<file path="src/rtl/vga_fb_pkg.sv">
// Shared constants, FSM encoding and address helper for the framebuffer fill path.
package vga_fb_pkg;

  localparam int unsigned H_RES      = 320;
  localparam int unsigned V_RES      = 240;
  localparam int unsigned FB_ADDR_W  = 17;
  localparam int unsigned FB_COLOR_W = 12;

  typedef logic [1:0] fill_state_t;

  localparam fill_state_t StIdle  = 2'd0;
  localparam fill_state_t StSetup = 2'd1;
  localparam fill_state_t StRun   = 2'd2;
  localparam fill_state_t StDone  = 2'd3;

  // y * 320 without a multiplier: (y << 8) + (y << 6).
  function automatic logic [FB_ADDR_W-1:0] row_base(input logic [7:0] y);
    logic [FB_ADDR_W-1:0] yw;
    yw = {{(FB_ADDR_W - 8){1'b0}}, y};
    return (yw << 8) + (yw << 6);
  endfunction

endpackage

</file>
<file path="src/rtl/vga_fb_fill_engine.sv">
// Rectangle-fill engine: FSM, pixel counters and clipping to the framebuffer edges.
module vga_fb_fill_engine
  import vga_fb_pkg::*;
(
  input  logic                  clk_i,
  input  logic                  rst_ni,
  input  logic                  start_i,
  input  logic [8:0]            x0_i,
  input  logic [7:0]            y0_i,
  input  logic [8:0]            w_i,
  input  logic [7:0]            h_i,
  input  logic [FB_COLOR_W-1:0] color_i,
  input  logic                  grant_i,
  output logic                  pix_valid_o,
  output logic [FB_ADDR_W-1:0]  pix_addr_o,
  output logic [FB_COLOR_W-1:0] pix_color_o,
  output logic                  busy_o,
  output logic                  done_o
);

  fill_state_t           state_q, state_d;
  logic [8:0]            x0_q, x0_d, w_q, w_d, x_q, x_d, x_end_q, x_end_d;
  logic [7:0]            y0_q, y0_d, h_q, h_d, y_q, y_d, y_end_q, y_end_d;
  logic [FB_COLOR_W-1:0] color_q, color_d;
  logic [FB_ADDR_W-1:0]  base_q, base_d;
  logic                  busy_q, busy_d, done_q, done_d;

  logic       req_ok;
  logic [9:0] x_sum, x_lim, x_lim_m1;
  logic [8:0] y_sum, y_lim, y_lim_m1;

  assign req_ok = (w_i != 9'd0) && (h_i != 8'd0) && (x0_i < 9'(H_RES)) && (y0_i < 8'(V_RES));

  // Sums are one bit wider than the operands so the clip never wraps.
  assign x_sum    = {1'b0, x0_q} + {1'b0, w_q};
  assign x_lim    = (x_sum > 10'(H_RES)) ? 10'(H_RES) : x_sum;
  assign x_lim_m1 = x_lim - 10'd1;
  assign y_sum    = {1'b0, y0_q} + {1'b0, h_q};
  assign y_lim    = (y_sum > 9'(V_RES)) ? 9'(V_RES) : y_sum;
  assign y_lim_m1 = y_lim - 9'd1;

  always_comb begin
    state_d = state_q;
    x0_d    = x0_q;
    y0_d    = y0_q;
    w_d     = w_q;
    h_d     = h_q;
    color_d = color_q;
    x_d     = x_q;
    y_d     = y_q;
    x_end_d = x_end_q;
    y_end_d = y_end_q;
    base_d  = base_q;
    busy_d  = busy_q;
    done_d  = 1'b0;
    case (state_q)
      StIdle: begin
        if (start_i) begin
          busy_d = 1'b1;
          if (req_ok) begin
            x0_d    = x0_i;
            y0_d    = y0_i;
            w_d     = w_i;
            h_d     = h_i;
            color_d = color_i;
            state_d = StSetup;
          end else begin
            state_d = StDone;
          end
        end
      end
      StSetup: begin
        x_end_d = x_lim_m1[8:0];
        y_end_d = y_lim_m1[7:0];
        base_d  = row_base(y0_q);
        x_d     = x0_q;
        y_d     = y0_q;
        state_d = StRun;
      end
      StRun: begin
        if (grant_i) begin
          if (x_q == x_end_q) begin
            if (y_q == y_end_q) begin
              state_d = StDone;
            end else begin
              x_d    = x0_q;
              y_d    = y_q + 8'd1;
              base_d = base_q + FB_ADDR_W'(H_RES);
            end
          end else begin
            x_d = x_q + 9'd1;
          end
        end
      end
      StDone: begin
        done_d  = 1'b1;
        busy_d  = 1'b0;
        state_d = StIdle;
      end
      default: state_d = StIdle;
    endcase
  end

  always_ff @(posedge clk_i or negedge rst_ni) begin
    if (!rst_ni) begin
      state_q <= StIdle;
      x0_q    <= '0;
      y0_q    <= '0;
      w_q     <= '0;
      h_q     <= '0;
      color_q <= '0;
      x_q     <= '0;
      y_q     <= '0;
      x_end_q <= '0;
      y_end_q <= '0;
      base_q  <= '0;
      busy_q  <= 1'b0;
      done_q  <= 1'b0;
    end else begin
      state_q <= state_d;
      x0_q    <= x0_d;
      y0_q    <= y0_d;
      w_q     <= w_d;
      h_q     <= h_d;
      color_q <= color_d;
      x_q     <= x_d;
      y_q     <= y_d;
      x_end_q <= x_end_d;
      y_end_q <= y_end_d;
      base_q  <= base_d;
      busy_q  <= busy_d;
      done_q  <= done_d;
    end
  end

  assign pix_valid_o = (state_q == StRun);
  assign pix_addr_o  = base_q + {{(FB_ADDR_W - 9){1'b0}}, x_q};
  assign pix_color_o = color_q;
  assign busy_o      = busy_q;
  assign done_o      = done_q;

endmodule

</file>
<file path="src/rtl/vga_fb_fill_arbiter.sv">
// Framebuffer write-port arbiter: MCU writes take priority, fill engine uses idle cycles.
module vga_fb_fill_arbiter
  import vga_fb_pkg::*;
(
  input  logic                  CLK_50MHz,
  input  logic                  RST_N,
  input  logic [FB_ADDR_W-1:0]  CPU_WA,
  input  logic [FB_COLOR_W-1:0] CPU_WD,
  input  logic                  CPU_WE,
  input  logic [8:0]            FILL_X0,
  input  logic [7:0]            FILL_Y0,
  input  logic [8:0]            FILL_W,
  input  logic [7:0]            FILL_H,
  input  logic [FB_COLOR_W-1:0] FILL_COLOR,
  input  logic                  FILL_START,
  output logic                  FILL_BUSY,
  output logic                  FILL_DONE,
  output logic [FB_ADDR_W-1:0]  FB_WA,
  output logic [FB_COLOR_W-1:0] FB_WD,
  output logic                  FB_WE
);

  logic                  pix_valid;
  logic [FB_ADDR_W-1:0]  pix_addr;
  logic [FB_COLOR_W-1:0] pix_color;
  logic [FB_ADDR_W-1:0]  fb_wa_q;
  logic [FB_COLOR_W-1:0] fb_wd_q;
  logic                  fb_we_q;

  vga_fb_fill_engine u_engine (
    .clk_i       (CLK_50MHz),
    .rst_ni      (RST_N),
    .start_i     (FILL_START),
    .x0_i        (FILL_X0),
    .y0_i        (FILL_Y0),
    .w_i         (FILL_W),
    .h_i         (FILL_H),
    .color_i     (FILL_COLOR),
    .grant_i     (~CPU_WE),
    .pix_valid_o (pix_valid),
    .pix_addr_o  (pix_addr),
    .pix_color_o (pix_color),
    .busy_o      (FILL_BUSY),
    .done_o      (FILL_DONE)
  );

  // Address/data hold their last value when nobody writes.
  always_ff @(posedge CLK_50MHz or negedge RST_N) begin
    if (!RST_N) begin
      fb_wa_q <= '0;
      fb_wd_q <= '0;
      fb_we_q <= 1'b0;
    end else if (CPU_WE) begin
      fb_wa_q <= CPU_WA;
      fb_wd_q <= CPU_WD;
      fb_we_q <= 1'b1;
    end else if (pix_valid) begin
      fb_wa_q <= pix_addr;
      fb_wd_q <= pix_color;
      fb_we_q <= 1'b1;
    end else begin
      fb_we_q <= 1'b0;
    end
  end

  assign FB_WA = fb_wa_q;
  assign FB_WD = fb_wd_q;
  assign FB_WE = fb_we_q;

endmodule
</file>
<file path="config.mk">
export PLATFORM = sky130hd
export DESIGN_NAME = vga_fb_fill_arbiter
export DESIGN_NICKNAME = d
export VERILOG_FILES = /design/src/rtl/vga_fb_pkg.sv /design/src/rtl/vga_fb_fill_engine.sv /design/src/rtl/vga_fb_fill_arbiter.sv
export SDC_FILE = /design/constraint.sdc
export NUM_CORES = 1
export LEC_CHECK = 0
export BUFFER_PORTS_ARGS = -buffer_cell sky130_fd_sc_hd__buf_2
export CAP_MARGIN = 15
export CORE_AREA = 2 2 163 125
export CTS_BUF_LIST = sky130_fd_sc_hd__clkbuf_8
export DETAILED_ROUTE_END_ITERATION = 10
export DIE_AREA = 0 0 165 127
export PLACE_DENSITY = 0.59
export SYNTH_ARGS = -nofsm -noshare
export SYNTH_HDL_FRONTEND = slang
export SYNTH_SLANG_ARGS = --single-unit
</file>
<file path="constraint.sdc">
create_clock -name CLK_50MHz -period 4.1 [get_ports CLK_50MHz]
set_input_delay 0.41 -clock CLK_50MHz [delete_from_list [all_inputs] [get_ports CLK_50MHz]]
set_output_delay 0.41 -clock CLK_50MHz [all_outputs]
set_load 0.03 [all_outputs]
</file>
==> flow_metrics.tcl <==
set metrics [dict create \
    synth_top_area_share_pct 43.3 \
    yosys_warnings 0 \
    clock_skew_ps 15.4 \
    synth_common_cells "dfrtp_1, nand2_1, o21ai_0, a21oi_1, nor2_1" \
    remaining_drc_errors 0 \
    die-area_sq_um 21000 \
    ys.flop_type "dfrtp_1" \
    min_period_over_period_pct 84.6 \
    outcome "finished, final reports clean" \
    wl_per_cell_microns 15.5 \
    utilization_pct 43.7 \
    num_rows 44 \
    yosys.area.top_type "dfrtp_1" \
    peakVddDrop_v 0.000321 \
    fin_crit_ps 3470 \
    drt-total-wl_microns 17200 \
    dr.pass1.iters 5 \
    track_usage_pct 16.9 \
    io_buffers 110 \
    grt_max_degree 99 \
    worstSkewPairLatency_ps 430 \
    postLayoutCellArea_sq_um 8390 \
    ys_ff_latch 125 \
    hold_viol_final 0 \
    yosysUniqueCellTypes 62 \
    first_global_vias 5452 \
    dp_hpwl_microns 12200 \
    drt_iter0_drc 393 \
    synth.most_common_cell "dfrtp_1" \
    synthesis.area_sq_um 7220 \
    cts-root-buf "clkbuf_8" \
    drive_gt1_share_pct 24.5 \
    critPathSlowestCell "a21oi_2" \
    synthesis.nets 857 \
    antenna_found_initial 0 \
    cts_tree "built" \
    critPathBufInv 1 \
    timing.rr.end "u_engine.x_end_q[8]" \
    end_kind "register" \
    fillers 1886 \
    diodes 0 \
    crit_family "simple AND/OR/NAND/NOR gates" \
    r2r_start "u_engine.x0_q[0]" \
    synth-async-reset-ratio_pct 100 \
    avgSynthCellArea_sq_um 9.76 \
    cts-buffers-inserted 17 \
    tns_ps 0 \
    slew_headroom_pct 37.7 \
    dpl_cell_area_sq_um 8020 \
    slew_viol_final 0 \
    grt_pass1_wl_microns 28100 \
    cap_violations 0 \
    max_stage_delay_ps 410 \
    hold_buffers 0 \
    holdCritPathClass "primary input to asynchronous set/reset pin" \
    synth-edff-count 0 \
    worst_pin_slew_ps 935 \
    area_growth_syn_to_layout_pct 16.2 \
    required_ps 4450 \
    p_leak_nw 3.79 \
    cp_max_fo 11 \
    start_kind "register" \
    io_pins 111 \
    max_freq_ghz 0.288 \
    clk_path_buf_depth 2 \
    grt_overflow 0 \
    fp.dieW_microns 165 \
    htree_levels 4 \
    nNetsFinal 960 \
    globalplace.congestion 0.811 \
    r2r.worst_path.cells 14 \
    synthTopCellsByArea "dfrtp_1, mux2_2, ha_1" \
    power_density_nw_per_um2 967 \
    fp.coreArea_sq_um 19200 \
    post_cts.repair.setup_buffers 0 \
    worstPathCellList "ha_1 -> inv_1 -> fa_1 -> xnor2_1 -> nor3b_2 -> o21ai_1 -> nor3_2 -> o21ai_2 -> a21oi_2 -> nand2b_1 -> ha_1 -> and4bb_2 -> xnor2_1 -> a41oi_1" \
    initial_utilization_pct 37.6 \
    finalSetupViolations 0 \
    ant_nets 0 \
    die_h_microns 127 \
    path_class "register to register" \
    clk_pin_slew_ps 80 \
    viasPerCell 5.16 \
    cts_resized 0 \
    r2r_slack_ps 630 \
    rsz0062_at_grt "no" \
    vias 5717 \
    arrival_ps 3820 \
    ys_seq_area_share_pct 43.3 \
    syn_inst 740 \
    clkSinkCount 125 \
]
-- routing by layer --
layer / wire length, microns / vias up / share of wire, % / global-route usage, %
met5: 0 / - / 0 / 0
met4: 140 / 0 / 0.81 / 3.53
met3: 959 / 10 / 5.6 / 3.83
met2: 7310 / 135 / 42 / 24.9
met1: 8790 / 2713 / 51 / 25.5
li1: - / 2859 / - / -
-- cell type report --
cell class	count	area, sq um	area share, %
tap	253	317	3.77
sequential	125	3130	37.3
clock inverter	10	72.6	0.865
multi-input combinational	556	3870	46.1
clock buffer	22	303	3.61
timing repair buffer	116	602	7.17
inverter	27	101	1.21
-- how the worst max path moves through the flow --
stage                                 from             endpoint  slack, ps  cells after the start
final                     u_engine.x0_q[0]  u_engine.x_end_q[8]        630                     14
after global routing      u_engine.x0_q[0]  u_engine.x_end_q[8]        400                     14
after CTS                 u_engine.x0_q[0]  u_engine.x_end_q[8]        630                     14
after detailed placement  u_engine.x0_q[0]  u_engine.x_end_q[8]        620                     14
after global placement    u_engine.x0_q[0]  u_engine.x_end_q[8]        710                     14
after floorplan           u_engine.x0_q[0]  u_engine.x_end_q[8]       1030                     15
-- flip-flops by register name (all words and copies together) (netlist names), 2 cells and up --
| signal | cells |
|---|---|
| FB_WD | 12 |
| u_engine.h_q | 8 |
| u_engine.w_q | 9 |
| u_engine.pix_color_o | 12 |
| u_engine.y_q | 8 |
| u_engine.y0_q | 8 |
| u_engine.x_end_q | 9 |
| u_engine.base_q | 11 |
| u_engine.y_end_q | 8 |
| u_engine.x_q | 9 |
| FB_WA | 17 |
| u_engine.x0_q | 9 |
| u_engine.state_q | 2 |
-- cells in the final DEF (no fill, tap or decap), types with 3 or more instances in the layout --
master / n
clkbuf_8: 22
xnor2_1: 30
nand2_1: 64
inv_1: 30
a21oi_2: 3
ha_1: 34
or3_1: 3
o22ai_1: 7
nand4_1: 5
a31oi_1: 10
a211oi_1: 5
nor3_1: 13
a21o_1: 12
xor2_1: 15
nor2b_1: 3
nor2_1: 57
o21bai_1: 4
and3_1: 6
fa_1: 3
buf_2: 109
o21ai_0: 64
o22a_1: 5
o2bb2ai_1: 3
dfrtp_1: 125
mux2_2: 47
a22oi_1: 5
or2_2: 5
mux2i_1: 28
a21oi_1: 57
nand2b_1: 9
nor4_1: 6
buf_4: 6
clkinv_2: 4
nand3_1: 15
-- report_power, final --
group | internal (mW) | total (mW) | switching [mW]
Combinational | 2.04 | 4.71 | 2.67
Sequential | 1.80 | 2.36 | 0.562
Clock | 0.548 | 1.05 | 0.497
-- cells by family after synthesis --
kind of cell / Yosys count / synth area share (%)
simple gates: 198 / 12.9
xor+xnor: 45 / 5.46
mux: 75 / 11.2
flops: 125 / 43.3
fa+ha+maj: 38 / 6.90
compound gates: 200 / 17.0
buf+inv: 59 / 3.19
-- metrics by stage --
step                      power, mW  worst slack, ps  hold WS (ps)  instances
final                          8.12              629          80.4       1109
after global routing           8.87              402           157       1109
after CTS                      8.16              625           127       1109
after detailed placement       7.07              624           496       1077
after global placement         7.05              710           488       1077
after floorplan                6.02             1030           114        740
No activity file was read; power rests on OpenSTA's default activity.
